## src/rtl/board_scan_ctrl.sv

```systemverilog
// Tic-tac-toe board scanner: steps a nine-way cell mux, captures the board,
// then evaluates all eight lines for winner / draw / illegal-board results.
module board_scan_ctrl #(
  parameter int CELL_W = 16
) (
  input  logic              clk,
  input  logic              rst_n,
  input  logic              start,
  output logic [8:0]        sel,
  input  logic [CELL_W-1:0] cell_data,
  output logic              busy,
  output logic              done,
  output logic [1:0]        winner,
  output logic              draw,
  output logic              invalid
);

  typedef enum logic [1:0] {IDLE, SCAN, EVAL, DONE} state_t;

  // Cell indices of the eight lines, packed {c, b, a} per 12-bit slot, line 0 in the LSBs.
  localparam logic [95:0] LINE_TBL = {
    4'd6, 4'd4, 4'd2,  4'd8, 4'd4, 4'd0,  4'd8, 4'd5, 4'd2,  4'd7, 4'd4, 4'd1,
    4'd6, 4'd3, 4'd0,  4'd8, 4'd7, 4'd6,  4'd5, 4'd4, 4'd3,  4'd2, 4'd1, 4'd0
  };

  state_t     state;
  logic [1:0] board [9];
  logic [1:0] cell_code;
  logic [7:0] x_line;
  logic [7:0] o_line;
  logic [8:0] cell_bad;
  logic [8:0] cell_full;
  logic       x_win;
  logic       o_win;
  logic       bad_board;

  // 2'b11 stands for every illegal cell value, not only 3.
  always_comb begin
    cell_code = 2'b11;
    if (cell_data == CELL_W'(0))
      cell_code = 2'b00;
    else if (cell_data == CELL_W'(1))
      cell_code = 2'b01;
    else if (cell_data == CELL_W'(2))
      cell_code = 2'b10;
  end

  genvar gi;
  generate
    for (gi = 0; gi < 8; gi++) begin : g_line
      localparam logic [3:0] A = LINE_TBL[gi*12 +: 4];
      localparam logic [3:0] B = LINE_TBL[gi*12 + 4 +: 4];
      localparam logic [3:0] C = LINE_TBL[gi*12 + 8 +: 4];
      assign x_line[gi] = (board[A] == 2'b01) && (board[B] == 2'b01) && (board[C] == 2'b01);
      assign o_line[gi] = (board[A] == 2'b10) && (board[B] == 2'b10) && (board[C] == 2'b10);
    end
    for (gi = 0; gi < 9; gi++) begin : g_cell
      assign cell_bad[gi]  = (board[gi] == 2'b11);
      assign cell_full[gi] = (board[gi] != 2'b00);
    end
  endgenerate

  assign x_win     = |x_line;
  assign o_win     = |o_line;
  assign bad_board = (|cell_bad) || (x_win && o_win);

  always_ff @(posedge clk or negedge rst_n) begin
    if (!rst_n) begin
      state   <= IDLE;
      sel     <= 9'd0;
      busy    <= 1'b0;
      done    <= 1'b0;
      winner  <= 2'b00;
      draw    <= 1'b0;
      invalid <= 1'b0;
      for (int i = 0; i < 9; i++) board[i] <= 2'b00;
    end else begin
      case (state)
        IDLE: begin
          done <= 1'b0;
          // The done cycle itself swallows start, giving one idle gap when start is held.
          if (start && !done) begin
            state <= SCAN;
            sel   <= 9'd0;
            busy  <= 1'b1;
          end
        end
        SCAN: begin
          board[sel[3:0]] <= cell_code;
          if (sel == 9'd8) begin
            sel   <= 9'd0;
            state <= EVAL;
          end else begin
            sel <= sel + 9'd1;
          end
        end
        EVAL: begin
          if (bad_board) begin
            invalid <= 1'b1;
            winner  <= 2'b00;
            draw    <= 1'b0;
          end else begin
            invalid <= 1'b0;
            winner  <= x_win ? 2'b01 : (o_win ? 2'b10 : 2'b00);
            draw    <= !x_win && !o_win && (&cell_full);
          end
          state <= DONE;
        end
        DONE: begin
          done  <= 1'b1;
          busy  <= 1'b0;
          state <= IDLE;
        end
        default: state <= IDLE;
      endcase
    end
  end

endmodule
```

## config.mk

```make
export PLATFORM = sky130hd
export DESIGN_NAME = board_scan_ctrl
export DESIGN_NICKNAME = d
export VERILOG_FILES = /design/src/rtl/board_scan_ctrl.sv
export SDC_FILE = /design/constraint.sdc
export NUM_CORES = 1
export LEC_CHECK = 0
export ABC_CLOCK_PERIOD_IN_PS = 2200
export CAP_MARGIN = 0
export CORE_MARGIN = 3
export CORE_UTILIZATION = 40
export DETAILED_ROUTE_END_ITERATION = 10
export PLACE_DENSITY = 0.63
export SETUP_SLACK_MARGIN = 0.1
export SLEW_MARGIN = 20
export SYNTH_ARGS = -nofsm -noshare
export SYNTH_HDL_FRONTEND = slang
export SYNTH_SLANG_ARGS = --single-unit
```

## constraint.sdc

```tcl
create_clock -name clk -period 2.2 [get_ports clk]
set_input_delay 0.22 -clock clk [delete_from_list [all_inputs] [get_ports clk]]
set_output_delay 0.22 -clock clk [all_outputs]
set_load 0.01 [all_outputs]
```

Word level (Yosys, flattened, before mapping)

Cells that the tools add are included.

Add/subtract/negate cells: 1
Order comparisons: 2
Equality and inequality tests: 35
Mux-type cells: 20
Bitwise operators: 1
Reduce and logical (&&, ||, !) cells: 61

Operator list:

| operator                                                    | number |
|---|---|
| == test 2 bit (second input constant)                       | 20 |
| logical AND 1 bit                                           | 37 |
| nonzero test 2 bit                                          | 11 |
| == test 2 x 1 -> 1 bit (second input constant)              | 10 |
| bitwise mux 18 bit                                          | 1 |
| two-way mux 9 bit                                           | 2 |
| case mux 9 bit (2 select lines)                             | 1 |
| == test 16 x 1 -> 1 bit (second input constant)             | 1 |
| == test 16 x 2 -> 1 bit (second input constant)             | 1 |
| logical NOT 16 bit                                          | 1 |
| two-way mux 2 bit                                           | 8 |
| OR reduction 8 bit                                          | 2 |
| adder 9 x 1 -> 9 bit (second input constant)                | 1 |
| == test 9 x 4 -> 1 bit (second input constant)              | 1 |
| AND reduction 9 bit                                         | 1 |
| OR reduction 9 bit                                          | 1 |
| demux 2 bit (select 4 bit)                                  | 1 |
| case mux 2 bit (4 select lines)                             | 1 |
| AND reduction 2 bit                                         | 3 |
| greater-or-equal comparator 5 bit (second input constant)   | 1 |
| less-than comparator 5 x 1 -> 1 bit (second input constant) | 1 |
| NOT 4 -> 5 bit                                              | 1 |
| two-way mux 1 bit                                           | 4 |
| inequality test 2 bit (second input constant)               | 2 |
| other kinds (4)                                             | 7 |

Word-level logic and storage cells: 136
Input port bits: 19
Flip-flop bits (word level): 35
Output and inout port bits: 15

Depth between registers and ports, before layout

Gate-level depths: netlist of the first run.

Depth in word-level cells: 8
Depth in mapped cells: 7
Gate-level depth less buffers: 7

Worst setup path before layout of the first run

OpenSTA, ideal clock, no wires.

Path type: register to register
Start point: reg sel[0]
End point: reg state[1]
Setup time: 0.127 ns
Stages on the path, launching flop included: 7
Data required time: 2.073 ns
Setup slack: 0.470 ns
Arrival time: 1.602 ns
Cells stage by stage: dfrtp_1 > inv_1 > ha_1 > nor4bb_1 > a21o_2 > nand2_2 > mux2_1

Word-level cells in the longest chain between the ends: 3

Ends and longest elaborated chain:

| item                                   | RTL line | RTL |
|---|---|---|
| start, declared                        | 9        | `output logic [8:0] sel,` |
| start signal, assigned                 | 94       | `sel <= sel + 9'd1;` |
| == test 9 x 4 -> 1 bit                 | 90       | `if (sel == 9'd8) begin` |
| inequality test 2 bit (no source line) | --       |  |
| AND reduction 2 bit (no source line)   | --       |  |
| end signal, assigned                   | 83       | `state <= SCAN;` |
| end signal, assigned                   | 92       | `state <= EVAL;` |
| end signal, assigned                   | 107      | `state <= DONE;` |
| end, declared                          | 26       | `state_t state;` |

Every way passes these cells.
A chain may end at the register's enable or synchronous reset.

Worst setup path after layout of the first run

Same ends and word-level chain as after synthesis.

==> results.toml, run 1 <==
[clock_network]
cts-root-buf = "sky130_fd_sc_hd__clkbuf_8"
tritoncts = "done"
clk_latency_ps = 280
cts_resized = 0
htree_levels = 2
cts_post_setup_buffers_inserted = 0
clock_sinks = 35
total_cts_buffers = 5
maximum_clock_path_buffer_count = 2
cts_hold_buffers = 0
clk_transition_reported_paths_ps = 70

[layout]
layout-area-overhead-vs-synth_pct = 25.7
stdcell_count = 330
layout_cell_share_with_drive_strength_beyond_1_pct = 10.6
filler_cell_count = 455
multi_input_area_um2 = 1140
final_util_pct = 53.7
number_of_nets_in_the_final_layout = 291
regArea_um2 = 876
antenna_diode_count = 0

[setup_path]
timing_worst_setup_path_type = "reg -> reg"
critPathLaunch = "sel[0]"
worst-endpoint-arrival_ps = 2110
r2r-start = "sel[0]"
timing.critical_path.to_type = "flop"
worstSetupStartpointType = "flop"
cp_data_required_time_ps = 2360
timing.critical_path.fanout_max = 7

[global_routing]
grt_pass1_wl_um = 8690
grt_max_degree = 36
grt_pass1_vias = 1829
grt_use_total_pct = 17.7
grt_antenna_before_repair = 0
global_route_total_overflow = 0

[drt]
drt-vias-per-instance = 5.45
routed-via-count = 1798
totalWireLength_um = 4990
route.detailed.wl_per_inst_um = 15.1
drtAntennaViolNets = 0
drt_first_iter_violations = 87
drc_errors = 0
drtPass1Iterations = 4

[timing]
worstMarginPinSlew_ps = 474
max_clock_skew_ps = 10.0
timing.final.setup_violations = 0
finalHoldViolCount = 0
max-slew-margin-rel_pct = 68.2
whs_ps = 359
rsz0062_at_grt = "no"
slew_violations = 0
max_clock_freq_mhz = 514
min_period_ps = 1950
final.period_utilization_pct = 88.4
fin_tns_setup_ps = 0

[yosys]
netlist_top_cells_area = "sky130_fd_sc_hd__dfrtp_1, sky130_fd_sc_hd__ha_1, sky130_fd_sc_hd__o21ai_0"
mappedNetlistNets = 249
synth-warning-count = 0
post_synth_mux_area_share_pct = 1.63
yosys.area.top_type_share_pct = 42.3
yosys.area_share.simple_pct = 27.1
synth_adder_area_share_pct = 5.44
synth-seq-cells = 35
synth_most_common_cell = "sky130_fd_sc_hd__dfrtp_1"
number_of_instances_in_the_synthesized_netlist = 221
synth_area_per_cell_um2 = 9.36
post_synth_instance_area_um2 = 2070
post_synth_xor_area_fraction_pct = 0
compound_gate_portion_of_the_synthesized_area_pct = 20.9
synth.largest_area_cell = "sky130_fd_sc_hd__dfrtp_1"
synthFlopType = "sky130_fd_sc_hd__dfrtp_1"
async_reset_ff_share_pct = 100
synth_edf_count = 0
netlist-cell-type-count = 46
sequential_element_share_of_the_synthesized_area_pct = 42.3
largest_family_of_logic_cells_by_synthesized_area = "simple AND/OR/NAND/NOR gates"
synth.cells.most_frequent = "sky130_fd_sc_hd__dfrtp_1, sky130_fd_sc_hd__nand2_1, sky130_fd_sc_hd__nor2_1, sky130_fd_sc_hd__o21ai_0, sky130_fd_sc_hd__a21oi_1"

[placement]
hpwl_um = 3640
gpl.final_weighted_congestion = 0.844
post-place-cells = 323
placement.io_buffers = 33

[pwr]
switching_share_pct = 20.8
power.ir.vdd_worst_mv = 0.300
combPwrFrac_pct = 4.3
p_clk_share_pct = 40.3
net_switching_power_of_the_design_w = 0.000241
pwr_per_cell_area_nw_per_um2 = 446
power_leakage_nw = 1.08
internal_power_w = 0.000919
sequential_power_share_pct = 55.4

[die]
number_of_placement_rows = 25
fp.dieW_um = 77.9
dieArea_um2 = 6070
core_area_um2 = 4850
die_height_um = 77.9
io-pin-count = 34
initial_core_util_pct = 42.7

[hold_path]
min-delay-path-class = "in -> async"

[outcome]
outcome = "finished clean"

[job]
timing.max_cap.violations = 0
==> logic make-up (layout without fill, tap and decap cells) <==
logic type	after synthesis	after routing
adders and majority gates	9	9
muxes	3	3
DFF	35	35
and+or+nand+nor	95	95
AOI/OAI and AO/OA	65	65
buffers and inverters	14	56
==> power by group through the flow <==
stage	clock, W	sequential [W]	combinational, W
final	0.000467	0.000643	0.0000496
after global routing	0.000501	0.000643	0.0000546
after CTS	0.000480	0.000643	0.0000514
after detailed placement	0	0.000656	0.0000514
after global placement	0	0.000656	0.0000504
after floorplan	0	0.000656	0.00000379
==> final timing paths <==
kind                              to  slack, ps  depth (start not counted)
max reg2reg                 state[1]        250                          6
max in group asynchronous       done       1520                          2
min in group clk           winner[1]        510                          1
min                        board[12]        360                          2
max                         state[1]        250                          6
min reg2reg                winner[1]        510                          1
==> state kept, by name, summed over array words and instances, names as in the netlist <==
name and count:
winner 2, done 1, state 2, busy 1
invalid 1, sel 9, draw 1, board 18
==> placed cells by master (no fill, tap or decap), types with 3 or more instances in the layout <==
cell type                          n
sky130_fd_sc_hd__nor3_1            7
sky130_fd_sc_hd__nor2_1           20
sky130_fd_sc_hd__and4bb_2          3
sky130_fd_sc_hd__o22ai_1           4
sky130_fd_sc_hd__a21oi_1          12
sky130_fd_sc_hd__o21ai_0          20
sky130_fd_sc_hd__a22o_1            5
sky130_fd_sc_hd__nand2_1          22
sky130_fd_sc_hd__ha_1              9
sky130_fd_sc_hd__o21ai_1           7
sky130_fd_sc_hd__dfrtp_1          35
sky130_fd_sc_hd__clkdlybuf4s50_1  33
sky130_fd_sc_hd__clkbuf_8          6
sky130_fd_sc_hd__inv_1            10
sky130_fd_sc_hd__nand3_1           8
sky130_fd_sc_hd__nor4bb_1          8
sky130_fd_sc_hd__nor4_1            5
sky130_fd_sc_hd__nand4_1           3
sky130_fd_sc_hd__and4bb_1          4
sky130_fd_sc_hd__buf_4             6
sky130_fd_sc_hd__nor2b_1           4
==> per-layer routing <==
layer,track usage [%],vias to the layer above,share of wire (%)
met5,0,-,0
met4,5.94,0,1.4
met3,3.83,8,3.8
met1,22.9,839,47
met2,29.3,41,48
li1,-,910,-
==> cell type report <==
cell class                      count  share of cell area, %
Inverter                           10                   1.44
Clock buffer                        6                   3.17
Timing Repair Buffer               39                   14.4
Sequential cell                    35                   33.7
Tap cell                           67                   3.22
Multi-Input combinational cell    172                   43.9
Clock inverter                      1                  0.192
==> through the flow <==
step           power (W)  setup slack, ps  cell area, µm²
2_1_floorplan   0.000660              470            2070
3_3_place_gp    0.000706              348            2510
3_5_place_dp    0.000707              305            2510
4_1_cts          0.00117              286            2600
5_1_grt          0.00120              122            2600
6_report         0.00116              255            2600
==> worst max-delay path, stage by stage (launching register included) <==
cell	delay, ps
sky130_fd_sc_hd__dfrtp_1	440
sky130_fd_sc_hd__inv_1	110
sky130_fd_sc_hd__ha_1	220
sky130_fd_sc_hd__nor4bb_1	380
sky130_fd_sc_hd__a21o_2	290
sky130_fd_sc_hd__nand2_2	80
sky130_fd_sc_hd__mux2_1	310
Power figures use the tool's default switching activity.
==> run 2: changes to the inputs <==
--- a/config.mk
+++ b/config.mk
@@ -11,6 +11,7 @@
 export CORE_UTILIZATION = 40
 export DETAILED_ROUTE_END_ITERATION = 10
 export PLACE_DENSITY = 0.63
+export REMOVE_ABC_BUFFERS = 1
 export SETUP_SLACK_MARGIN = 0.1
 export SLEW_MARGIN = 20
 export SYNTH_ARGS = -nofsm -noshare
==> run 2 against run 1 <==
Compared with the run above:
- clock power increased by 48%
- clock-buffer cell count is 1 lower
- via count stayed put
- register-to-register slack better by 40 ps
- setup slack improved by 39 ps
- die area is the same
- hold slack lost 350 ps
- highest routed layer unchanged
==> results.toml, run 2 (synthesis gave the netlist of run 1 again) <==
[timing]
max-slew-margin-rel_pct = 47.1
worstMarginPinSlew_ps = 793
timing.final.setup_violations = 0
rsz0062_at_grt = "no"
max_clock_freq_mhz = 525
fin_tns_setup_ps = 0
finalHoldViolCount = 0
final.period_utilization_pct = 86.6
slew_violations = 0
postLayoutSetupSlackWorst_ps = 294
min_period_ps = 1910
max_clock_skew_ps = 6.57

[hold_path]
min-delay-path-class = "in -> async"

[placement]
placement.io_buffers = 33
hpwl_um = 3610
gpl.final_weighted_congestion = 0.812
placement_stage_cell_area_um2 = 2500
post-place-ws_ps = 347
post-place-cells = 322

[setup_path]
timing_worst_setup_path_type = "reg -> reg"
timing.critical_path.fanout_max = 7
worstSetupStartpointType = "flop"
worst-endpoint-arrival_ps = 2080
cp_data_required_time_ps = 2370
timing.critical_path.to_type = "flop"

[clock_network]
clock_sinks = 35
clk_latency_ps = 290
cts_post_setup_buffers_inserted = 0
cts-root-buf = "sky130_fd_sc_hd__clkbuf_8"
tritoncts = "done"
cts_hold_buffers = 0
maximum_clock_path_buffer_count = 2
cts_resized = 0
total_cts_buffers = 5
htree_levels = 2
clk_transition_reported_paths_ps = 80

[global_routing]
use_met1_pct = 25.5
grt_pass1_wl_um = 8980
grt_antenna_before_repair = 0
grt_pass1_vias = 1820
grt_max_degree = 36
met2_resource_use_gr_pct = 29.0
grt_use_total_pct = 18.3
global_route_total_overflow = 0
grt-busiest-layer = "met2"
met3_usage_pct = 3.25

[die]
initial_core_util_pct = 42.7
io-pin-count = 34
core_area_um2 = 4850
die_height_um = 77.9
dieArea_um2 = 6070
number_of_placement_rows = 25
fp.dieW_um = 77.9

[layout]
number_of_nets_in_the_final_layout = 290
top_register = "board"
layout_cell_share_with_drive_strength_beyond_1_pct = 11.0
layout_common_cells = "sky130_fd_sc_hd__dfrtp_1, sky130_fd_sc_hd__clkdlybuf4s50_1, sky130_fd_sc_hd__nand2_1"
mostFrequentLayoutCell = "sky130_fd_sc_hd__dfrtp_1"
antenna_diode_count = 0
reg_top3 = "board x18, sel x9"
stdcell_count = 330
filler_cell_count = 451
largest_register_ffs = 18
finalInstanceArea_um2 = 2640
layout-area-overhead-vs-synth_pct = 27.4

[pwr]
power.ir.vdd_worst_mv = 0.297
pwr_per_cell_area_nw_per_um2 = 524
total_design_power_w = 0.00138
power_leakage_nw = 1.09

[drt]
drt_first_iter_violations = 84
totalWireLength_um = 5000
drt-vias-per-instance = 5.45
routed-via-count = 1798
drtAntennaViolNets = 0
drtPass1Iterations = 4
route.detailed.wl_per_inst_um = 15.2
drc_errors = 0

[outcome]
outcome = "finished clean"

[job]
timing.max_cap.violations = 0
==> run 2: critical path, stage by stage, from the launching register on <==
cell and delay [ps]:
sky130_fd_sc_hd__dfrtp_1 440, sky130_fd_sc_hd__inv_1 110, sky130_fd_sc_hd__ha_1 210, sky130_fd_sc_hd__nor4bb_1 350
sky130_fd_sc_hd__a21o_2 280, sky130_fd_sc_hd__nand2_2 90, sky130_fd_sc_hd__mux2_1 310
==> run 2: final timing paths <==
check,slack [ps],endpoint,cells past startpoint,startpoint
hold / removal,10,board[12],1,rst_n
setup / recovery,290,state[1],6,sel[0]
min in group clk,520,winner[1],1,winner[1]
hold reg to reg,520,winner[1],1,winner[1]
setup reg to reg,290,state[1],6,sel[0]
max in group asynchronous,1680,invalid,1,rst_n
==> run 2: layout make-up <==
class                           count  area (µm²)  area share [%]
Clock inverter                      3        67.6            2.56
Clock buffer                        5        68.8            2.61
Tap cell                           67        83.8            3.18
Sequential cell                    35         876            33.2
Timing Repair Buffer               38         363            13.8
Multi-Input combinational cell    172        1140            43.3
Inverter                           10        37.5            1.42
==> run 2: metal layers <==
metal / up-vias / routed length (µm)
met5: - / 0
met4: 0 / 82
met3: 7 / 201
met2: 45 / 2360
met1: 836 / 2360
li1: 910 / -
==> run 2: report_power, final <==
group,internal (W),switching [W]
clock,0.000452,0.000239
combinational,0.0000282,0.0000192
sequential,0.000643,0.0000000312
total,0.00112,0.000258
==> run 2: per-stage QoR <==
stage	util [%]	hold WS, ps
after global routing	54.4	65.5
final	54.4	12.2
after CTS	54.4	41.3
after floorplan	-	-75.6
after global placement	51.6	361
after detailed placement	51.6	362
==> run 3: changes to the inputs <==
--- a/config.mk
+++ b/config.mk
@@ -5,7 +5,7 @@
 export SDC_FILE = /design/constraint.sdc
 export NUM_CORES = 1
 export LEC_CHECK = 0
-export ABC_CLOCK_PERIOD_IN_PS = 2200
+export ABC_CLOCK_PERIOD_IN_PS = 1800
 export CAP_MARGIN = 0
 export CORE_MARGIN = 3
 export CORE_UTILIZATION = 40
@@ -17,3 +17,4 @@
 export SYNTH_ARGS = -nofsm -noshare
 export SYNTH_HDL_FRONTEND = slang
 export SYNTH_SLANG_ARGS = --single-unit
+export TNS_END_PERCENT = 30
==> constraint.sdc (replaced) <==
create_clock -name clk -period 1.8 [get_ports clk]
set_input_delay 0.18 -clock clk [delete_from_list [all_inputs] [get_ports clk]]
set_output_delay 0.18 -clock clk [all_outputs]
set_load 0.01 [all_outputs]
==> run 3 against run 2 <==
Compared with the run above:
- the run now ends with negative hold slack left
- clock power is 20% lower
- final cell count increased by 4.2%
- critical path depth did not move
- hold slack worse by 44 ps
- clock skew down 1.3 ps
- routed wire length grew 5.1%
- fmax grew 13%
- non-clock buffer count rose by 14
- first-iteration DRC count increased by 58%
- combinational power grew 27%
- cell area up 4.5%
- largest cell class unchanged
- largest power group is now registers
==> results.toml, run 3 (synthesis gave the netlist of run 1 again) <==
[outcome]
outcome = "finished with violations"
violations_in_the_final_reports = "negative hold slack"

[setup_path]
timing.critical_path.fanout_max = 5
timing.critical_path.to_type = "flop"
worstSetupStartpointType = "flop"
end_of_the_worst_register_to_register_path = "sel[8]"
timing_worst_setup_path_type = "reg -> reg"
critical_path.cell_chain = "inv_1 -> ha_2 -> nor4bb_4 -> a221o_1 -> nor2_1 -> a211o_1"
worst_path_largest_cell_delay_ps = 380
cp_data_required_time_ps = 1980
r2r-start = "sel[1]"
critPathLaunch = "sel[1]"
critical_path.slowest_cell = "sky130_fd_sc_hd__dfrtp_1"
worst_setup_path_endpoint = "sel[8]"
worst-endpoint-arrival_ps = 1860
r2r.worst_path.cells = 6
r2r_setup_slack_ps = 120

[clock_network]
cts-root-buf = "sky130_fd_sc_hd__clkbuf_8"
htree_levels = 2
maximum_clock_path_buffer_count = 2
clock_sinks = 35
tritoncts = "done"
total_cts_buffers = 5
cts_hold_buffers = 0
clk_latency_ps = 290
clk_transition_reported_paths_ps = 70

[timing]
max-slew-margin-rel_pct = 48.4
rsz0062_at_grt = "yes"
timing.final.setup_violations = 0
max_clock_skew_ps = 5.25
postLayoutSetupSlackWorst_ps = 117
min_period_ps = 1680
fin_tns_setup_ps = 0
whs_ps = -32.1
final.period_utilization_pct = 93.5
slew_violations = 0
finalHoldViolCount = 35
worstMarginPinSlew_ps = 774
max_clock_freq_mhz = 594

[global_routing]
grt_use_total_pct = 17.7
grt_antenna_before_repair = 0
global_route_total_overflow = 0
grt_max_degree = 36
grt_pass1_wl_um = 8670
grt_pass1_vias = 1800

[placement]
post-place-cells = 330
placement.io_buffers = 33
placement_stage_cell_area_um2 = 2560
gpl.final_weighted_congestion = 0.857
post-place-ws_ps = 79.4
hpwl_um = 3660

[layout]
stdcell_count = 344
layout_cell_share_with_drive_strength_beyond_1_pct = 20.6
top_register = "board"
antenna_diode_count = 0
layout-area-overhead-vs-synth_pct = 33.2
reg_top3 = "board x18, sel x9"
layout_common_cells = "sky130_fd_sc_hd__clkdlybuf4s50_1, sky130_fd_sc_hd__dfrtp_1, sky130_fd_sc_hd__nand2_1"
finalInstanceArea_um2 = 2760
filler_cell_count = 443
mostFrequentLayoutCell = "sky130_fd_sc_hd__clkdlybuf4s50_1"
number_of_nets_in_the_final_layout = 304
largest_register_ffs = 18

[drt]
drtPass1Iterations = 4
drc_errors = 0
route.detailed.wl_per_inst_um = 15.3
drt_first_iter_violations = 133
totalWireLength_um = 5260
routed-via-count = 1866
drt-vias-per-instance = 5.42
drtAntennaViolNets = 0

[pwr]
p_clk_share_pct = 39.4
sequential_power_share_pct = 56.3
switching_share_pct = 22.2
power_leakage_nw = 1.14
combPwrFrac_pct = 4.3
internal_power_w = 0.00109
power.ir.vdd_worst_mv = 0.321
pwr_per_cell_area_nw_per_um2 = 507
net_switching_power_of_the_design_w = 0.000310

[die]
dieArea_um2 = 6070
die_height_um = 77.9
core_area_um2 = 4850
number_of_placement_rows = 25
io-pin-count = 34
fp.dieW_um = 77.9
initial_core_util_pct = 42.7

[hold_path]
min-delay-path-class = "in -> async"

[job]
timing.max_cap.violations = 0
-- run 3: changes by cell type in the layout (fill, tap and decap cells not counted), sizes merged --
cell	previous run	this run
buf	6	20
bufinv	2	0
clkinv	0	3
clkinvlp	1	0
-- run 3: area by class of cell --
type                       count  area [µm²]  share of cell area [%]
inverter                      10        37.5                    1.36
multi-input combinational    172        1200                    43.5
tap                           67        83.8                    3.04
clock inverter                 3        15.0                   0.545
clock buffer                   5        68.8                    2.50
timing repair buffer          52         468                    17.0
sequential                    35         883                    32.0
-- run 3: worst max-delay path: cells and delay by family, from the launching register on --
| family | cells | cell delay [ps] |
|---|---|---|
| buf+inv | 1 | 80 |
| simple gates | 2 | 340 |
| fa+ha+maj | 1 | 190 |
| compound gates | 2 | 590 |
| flops | 1 | 380 |
-- run 3: metrics by stage --
stage / util [%] / power, W
6_report: 56.9 / 0.00140
5_1_grt: 56.9 / 0.00145
4_1_cts: 54.8 / 0.00142
3_5_place_dp: 52.8 / 0.000863
3_3_place_gp: 52.8 / 0.000862
2_1_floorplan: - / 0.000806
-- run 3: layer usage --
layer,GRT usage [%],wire length [µm],share of wire (%),vias up
met3,3.48,147,2.8,8
met1,23.4,2460,47,894
met2,29.3,2610,50,28
met5,0,0,0,-
met4,5.24,48,0.91,0
li1,-,-,-,936
-- run 3: worst min path at each step --
| stage | from | endpoint | slack (ps) |
|---|---|---|---|
| 3_5_place_dp | rst_n | board[12] | 320 |
| 5_1_grt | rst_n | board[12] | 30 |
| 4_1_cts | rst_n | sel[0] | 5 |
| 2_1_floorplan | rst_n | board[0] | -120 |
| 3_3_place_gp | rst_n | board[1] | 310 |
| 6_report | rst_n | board[0] | -30 |
-- run 3: power by group through the flow --
stage / registers [W] / clock network, W / logic (W)
floorplan: 0.000801 / 0 / 0.00000463
global placement: 0.000801 / 0 / 0.0000605
detailed placement: 0.000801 / 0 / 0.0000618
CTS: 0.000786 / 0.000568 / 0.0000619
global route: 0.000785 / 0.000597 / 0.0000673
finish: 0.000786 / 0.000550 / 0.0000601
-- run 3: timing repair --
item,in CTS,in global routing
setup buffers,0,6
setup endpoints to repair,2,17
cloned,0,0
resized for setup,2,15
pin swaps,0,7
